<file path="src/rtl/tree_sched_if.sv">
// tree_sched_if: requester-side request/response bundle for the shared reduction tree scheduler
interface tree_sched_if #(parameter int NUM_REQ = 4);
  logic issue_en;
  logic [NUM_REQ-1:0] req_valid;
  logic [16*NUM_REQ-1:0] req_data;
  logic [NUM_REQ-1:0] req_ready;
  logic [NUM_REQ-1:0] resp_valid;
  logic resp_data;
  modport master(output issue_en, req_valid, req_data, input req_ready, resp_valid, resp_data);
  modport slave(input issue_en, req_valid, req_data, output req_ready, resp_valid, resp_data);
endinterface

</file>
<file path="src/rtl/tree_sched.sv">
// tree_sched: round-robin scheduler sharing one fixed-latency reduction tree among requesters
module tree_sched #(
  parameter int NUM_REQ = 4,
  parameter int LATENCY = 3,
  parameter int MAX_OUT = 2,
  localparam int IW = $clog2(LATENCY + 1),
  localparam int DW = $clog2(NUM_REQ),
  localparam int OW = $clog2(MAX_OUT + 1)
) (
  input  logic clk,
  input  logic rst,
  tree_sched_if.slave bus,
  output logic [15:0] tree_a,
  input  logic tree_b,
  output logic [IW-1:0] inflight,
  output logic busy
);
  logic [DW-1:0] ptr, g, rid;
  logic gnt, rsp;
  logic [LATENCY-1:0] tag_v;
  logic [DW-1:0] tag_id [LATENCY];
  logic [OW-1:0] out_cnt [NUM_REQ];
  logic [NUM_REQ-1:0] elig;
  assign rid = tag_id[LATENCY-1];
  assign rsp = tag_v[LATENCY-1] && !rst;
  // a response retiring this cycle frees its requester's slot for an immediate regrant
  for (genvar i = 0; i < NUM_REQ; i++) begin : g_req
    assign elig[i] = bus.req_valid[i] && bus.issue_en && !rst &&
                     (int'(out_cnt[i]) - int'(rsp && rid == DW'(i)) < MAX_OUT);
    assign bus.req_ready[i] = gnt && g == DW'(i);
    assign bus.resp_valid[i] = rsp && rid == DW'(i);
  end
  always_comb begin
    gnt = 1'b0;
    g = '0;
    for (int k = NUM_REQ - 1; k >= 0; k--)
      if (elig[(int'(ptr) + k) % NUM_REQ]) begin
        gnt = 1'b1;
        g = DW'((int'(ptr) + k) % NUM_REQ);
      end
  end
  assign tree_a = gnt ? bus.req_data[16*g +: 16] : 16'h0;
  assign bus.resp_data = tree_b;
  assign busy = !rst && inflight != '0;
  always_ff @(posedge clk) begin
    if (rst) begin
      ptr <= '0;
      tag_v <= '0;
      inflight <= '0;
      for (int i = 0; i < NUM_REQ; i++) out_cnt[i] <= '0;
    end else begin
      if (gnt) ptr <= (int'(g) == NUM_REQ - 1) ? '0 : g + 1'b1;
      tag_v <= LATENCY'({tag_v, gnt});
      inflight <= inflight + IW'(gnt) - IW'(rsp);
      for (int i = 0; i < NUM_REQ; i++)
        out_cnt[i] <= out_cnt[i] + OW'(gnt && g == DW'(i)) - OW'(rsp && rid == DW'(i));
    end
  end
  always_ff @(posedge clk) begin
    tag_id[0] <= g;
    for (int k = 1; k < LATENCY; k++) tag_id[k] <= tag_id[k-1];
  end
endmodule

</file>
<file path="src/flat_wrapper.sv">
// flat-port wrapper written by rule: the top's interface ports become plain ports
module tree_sched_flat 
#(
  parameter int NUM_REQ = 4,
  parameter int LATENCY = 3,
  parameter int MAX_OUT = 2,
  localparam int IW = $clog2(LATENCY + 1),
  localparam int DW = $clog2(NUM_REQ),
  localparam int OW = $clog2(MAX_OUT + 1)
)
  (clk, rst, tree_a, tree_b, inflight, busy, bus_issue_en, bus_req_valid, bus_req_data, bus_req_ready, bus_resp_valid, bus_resp_data);
  tree_sched_if #(.NUM_REQ(NUM_REQ)) bus_i ();
  input  logic clk;
  input  logic rst;
  output logic [15:0] tree_a;
  input  logic tree_b;
  output logic [IW-1:0] inflight;
  output logic busy;
  input wire logic [$bits(bus_i.issue_en)-1:0] bus_issue_en;
  input wire logic [$bits(bus_i.req_valid)-1:0] bus_req_valid;
  input wire logic [$bits(bus_i.req_data)-1:0] bus_req_data;
  output wire logic [$bits(bus_i.req_ready)-1:0] bus_req_ready;
  output wire logic [$bits(bus_i.resp_valid)-1:0] bus_resp_valid;
  output wire logic [$bits(bus_i.resp_data)-1:0] bus_resp_data;
  assign bus_i.issue_en = bus_issue_en;
  assign bus_i.req_valid = bus_req_valid;
  assign bus_i.req_data = bus_req_data;
  assign bus_req_ready = bus_i.req_ready;
  assign bus_resp_valid = bus_i.resp_valid;
  assign bus_resp_data = bus_i.resp_data;
  tree_sched #(.NUM_REQ(NUM_REQ), .LATENCY(LATENCY), .MAX_OUT(MAX_OUT)) u_core (.clk(clk), .rst(rst), .bus(bus_i), .tree_a(tree_a), .tree_b(tree_b), .inflight(inflight), .busy(busy));
endmodule
</file>
<file path="config.mk">
export PLATFORM = sky130hd
export DESIGN_NAME = tree_sched_flat
export DESIGN_NICKNAME = d
export VERILOG_FILES = /design/src/rtl/tree_sched_if.sv /design/src/rtl/tree_sched.sv /design/src/flat_wrapper.sv
export SDC_FILE = /design/constraint.sdc
export NUM_CORES = 1
export LEC_CHECK = 0
export ABC_AREA = 1
export CORE_MARGIN = 2
export CORE_UTILIZATION = 51
export DETAILED_ROUTE_END_ITERATION = 8
export DONT_BUFFER_PORTS = 1
export HOLD_SLACK_MARGIN = 0.08
export PLACE_DENSITY_LB_ADDON = 0.1
export SLEW_MARGIN = 30
export SYNTH_ARGS = -nofsm -noshare
export SYNTH_HDL_FRONTEND = slang
export SYNTH_SLANG_ARGS = --single-unit
</file>
<file path="constraint.sdc">
create_clock -name clk -period 4.74 [get_ports clk]
set_input_delay 0.474 -clock clk [delete_from_list [all_inputs] [get_ports clk]]
set_output_delay 0.474 -clock clk [all_outputs]
set_load 0.03 [all_outputs]
</file>
==> metrics.txt <==
Top Ports 100; proportion of layout cells with a drive suffix above 1 approximately 7.3%; most common cell after layout, fill and taps aside inv_1; clock latency at the later pin of the worst-skew pair about 0.26 ns; synthesized instance count about 340; LEAKAGE between 1 and 1.5 nW; Synth Net Count 422; root cell of the clock tree clkbuf_8; count of TritonRoute iterations in the first routing pass 4; Finished Core Util between 50% and 60%; number of design rule violations left after detail routing 0; number of setup buffers added after CTS 0; GRT Residual Overflow 0; part of the cycle the worst path needs between 80% and 90%; routability congestion estimate from global placement 0.812; via/cell ratio 5.06; leading cell types in the layout, fill and taps excluded inv_1 (83), nand3_1 (58), nand2_1 (58), nor2_1 (22), dfxtp_1 (21); cell taking the most area after synthesis dfxtp_1; HPWL after detailed placement 3420 um; hold buffer count at cts 0; biggest area contributors in the synthesized netlist dfxtp_1 (20%), inv_1 (15%), nand3_1 (14%), nand2_1 (11%), ha_1 (9.1%); Clk pin slew, worst setup/hold paths 0.08 ns; count of instances resized after the clock tree is built 0; critical path's slowest cell a21oi_1; endpoint of the worst hold path u_core.ptr[1]; first-pass GRT wire length approximately 7000 um; peak per-stage delay on the critical path 0.57 ns; maximum ir drop on the vdd rail 0.299 mV; portion of the post-synthesis area used by sequential elements 20.5%; total number of vias 1,918; overall global routing resource usage a little under 20%; signal arrival time at the worst endpoint between 3 and 4 ns; Yosys reg bits 21; WP data required 4.27 ns; final setup violating endpoints 0; Least-Margin Pin Slew 0.756 ns; critical path class flip-flop to output port; R2R cell count 23; count of distinct cell types in the synthesized netlist 24; setup repair after global routing missed its margin no; H-tree depth 1; destination of the worst register-to-register timing path u_core.out_cnt[0][7]; stages on the worst setup path 21; Area Overhead vs Synth 1.95%; result of the run finished clean; Buf+Inv Stages, Crit Path 5; maximum count of clock buffers along a single path 2; final hold violation count 0; minimum clock period roughly 4.1 ns; Detail Route Antenna Nets 0; nature of the critical path endpoint output port; TritonCTS clock tree built; final wirelength 4440 um; Crit Reg-Reg Startpoint u_core.tag_v[2]; vertical die dimension 67.5 um; max-slew violation count 0; max_cap viols 0; Die Span X 67.5 um; effective utilization at floorplan 52.1%; antenna violations before repair 0; number of rows created at floorplan 23; post-synthesis cell area 2060 um^2; Final Net Count 417; fmax 242 MHz; cts bufs inserted 3; top cell type's share of synthesized area 20.5%; iteration-0 DRC count of the detailed router 103; classification of the worst-slack hold path primary input to flip-flop; average wire per cell in the routed design between 10 and 15 um; CP Cell Sequence inv_1 -> nor2_1 -> inv_1 -> nor3_1 -> buf_4 -> ha_1 -> inv_1 -> ha_1 -> nor2_1 -> nand3_1 -> nand2_1 -> nand2_1 -> nand2_2 -> inv_2 -> nand2_1 -> nand2_2 -> nand2_4 -> nand2_4 -> nand2_1 -> nand3_1 -> a21oi_1; worst clock skew around 0.0022 ns; vias in the first global route 1,622; cell depth of the worst hold path 1; cell family contributing the most delay on the critical path simple AND/OR/NAND/NOR gates; Post-Synthesis Mean Instance Area 6.14 um^2; most repeated library cell on the critical path nand2_1; slew margin rel. 49.6%; setup slack on the worst flop-to-flop path 0.98 ns; total negative setup slack 0 ns; count of clock tree sinks 21; total power per unit cell area ~600 nW/um^2; top fanout value on the critical path 36; number of warnings issued by yosys 0; IO Port Bufs 0; kind of start point of the critical path flip-flop; number of diodes 0; total die area 4550 um^2; maximum number of pins on one net before global-route repair 37; critical hold path startpoint rst; total core area 3940 um^2
worst max path at each step:
| stage | startpoint | end | slack (ns) |
|---|---|---|---|
| finish | u_core.tag_v[2] | tree_a[2] | 0.61 |
| detailed placement | rst | tree_a[2] | 0.71 |
| global placement | rst | tree_a[15] | 0.78 |
| CTS | u_core.tag_v[2] | tree_a[2] | 0.56 |
| floorplan | rst | u_core.out_cnt[0][1] | 0.47 |
| global route | u_core.tag_v[2] | tree_a[13] | 0.21 |
state kept, by name (all words and copies together) (netlist names):
signal	count
u_core.inflight	2
u_core.out_cnt	8
u_core.tag_id	6
u_core.tag_v	3
u_core.ptr	2
worst register-to-register path, delay by kind of cell, from the launching register on:
kind	cells	cell delay (ns)
buf+inv	6	0.70
xor+xnor	1	0.15
compound gates	1	0.15
flops	1	0.31
fa+ha+maj	4	0.77
simple gates	11	1.56
per-stage QoR:
stage | setup slack, ns | instances | cell area, um^2 | hold WS, ns | total power, mW
2_1_floorplan | 0.468 | 335 | 2060 | 0.310 | 1.08
3_3_place_gp | 0.778 | 375 | 2050 | 0.311 | 1.15
3_5_place_dp | 0.715 | 375 | 2050 | 0.312 | 1.16
4_1_cts | 0.559 | 379 | 2100 | 0.264 | 1.28
5_1_grt | 0.206 | 379 | 2100 | 0.260 | 1.39
6_report | 0.608 | 379 | 2100 | 0.273 | 1.26
power breakdown:
| group | switching [mW] | internal (mW) | leakage, nW |
|---|---|---|---|
| clock | 0.0586 | 0.0586 | 0.0255 |
| sequential | 0.0501 | 0.233 | 0.173 |
| combinational | 0.637 | 0.228 | 1.01 |
| total | 0.745 | 0.520 | 1.20 |
metal layers:
metal	track usage (%)	wire [um]	part of all wire [%]	vias to the layer above
met5	0	0	0	-
met4	7.40	56	1.3	0
met3	2.33	265	6.0	6
met2	33.7	2190	49	75
met1	25.5	1930	43	829
li1	-	-	-	1008
cell type report:
type | count | area, um^2
well taps | 50 | 62.6
multi-input cells | 211 | 1190
inverters | 86 | 323
repair buffers | 7 | 52.6
clock buffers | 3 | 41.3
fillers | 416 | 1850
flip-flops and latches | 21 | 420
clock inverters | 1 | 5.00
cells in the mapped netlist:
cell      count
buf_2         7
nor3b_1       1
nand2_2       4
xnor2_2       1
buf_6         4
nor2_1       22
a21oi_2       1
nor2_4        1
nor2_2        1
nand3b_1     16
nand2_1      58
nand2_4       3
clkinv_1      2
buf_4         5
nor3_1        5
nand3_1      58
inv_1        83
ha_1         15
xor2_1        5
inv_2         1
clkbuf_1      1
nor2_8        1
dfxtp_1      21
a21oi_1      19
logic make-up after synthesis:
logic type,count (synthesis),share of synthesized area (%)
AND/OR/NAND/NOR,170,40.8
buffers and inverters,103,21.6
flip-flops,21,20.5
AO/OA/AOI/OAI,20,5.05
adder cells (fa/ha/maj),15,9.13
XOR/XNOR,6,2.92
Note: power is estimated with default switching activity, not from simulation.
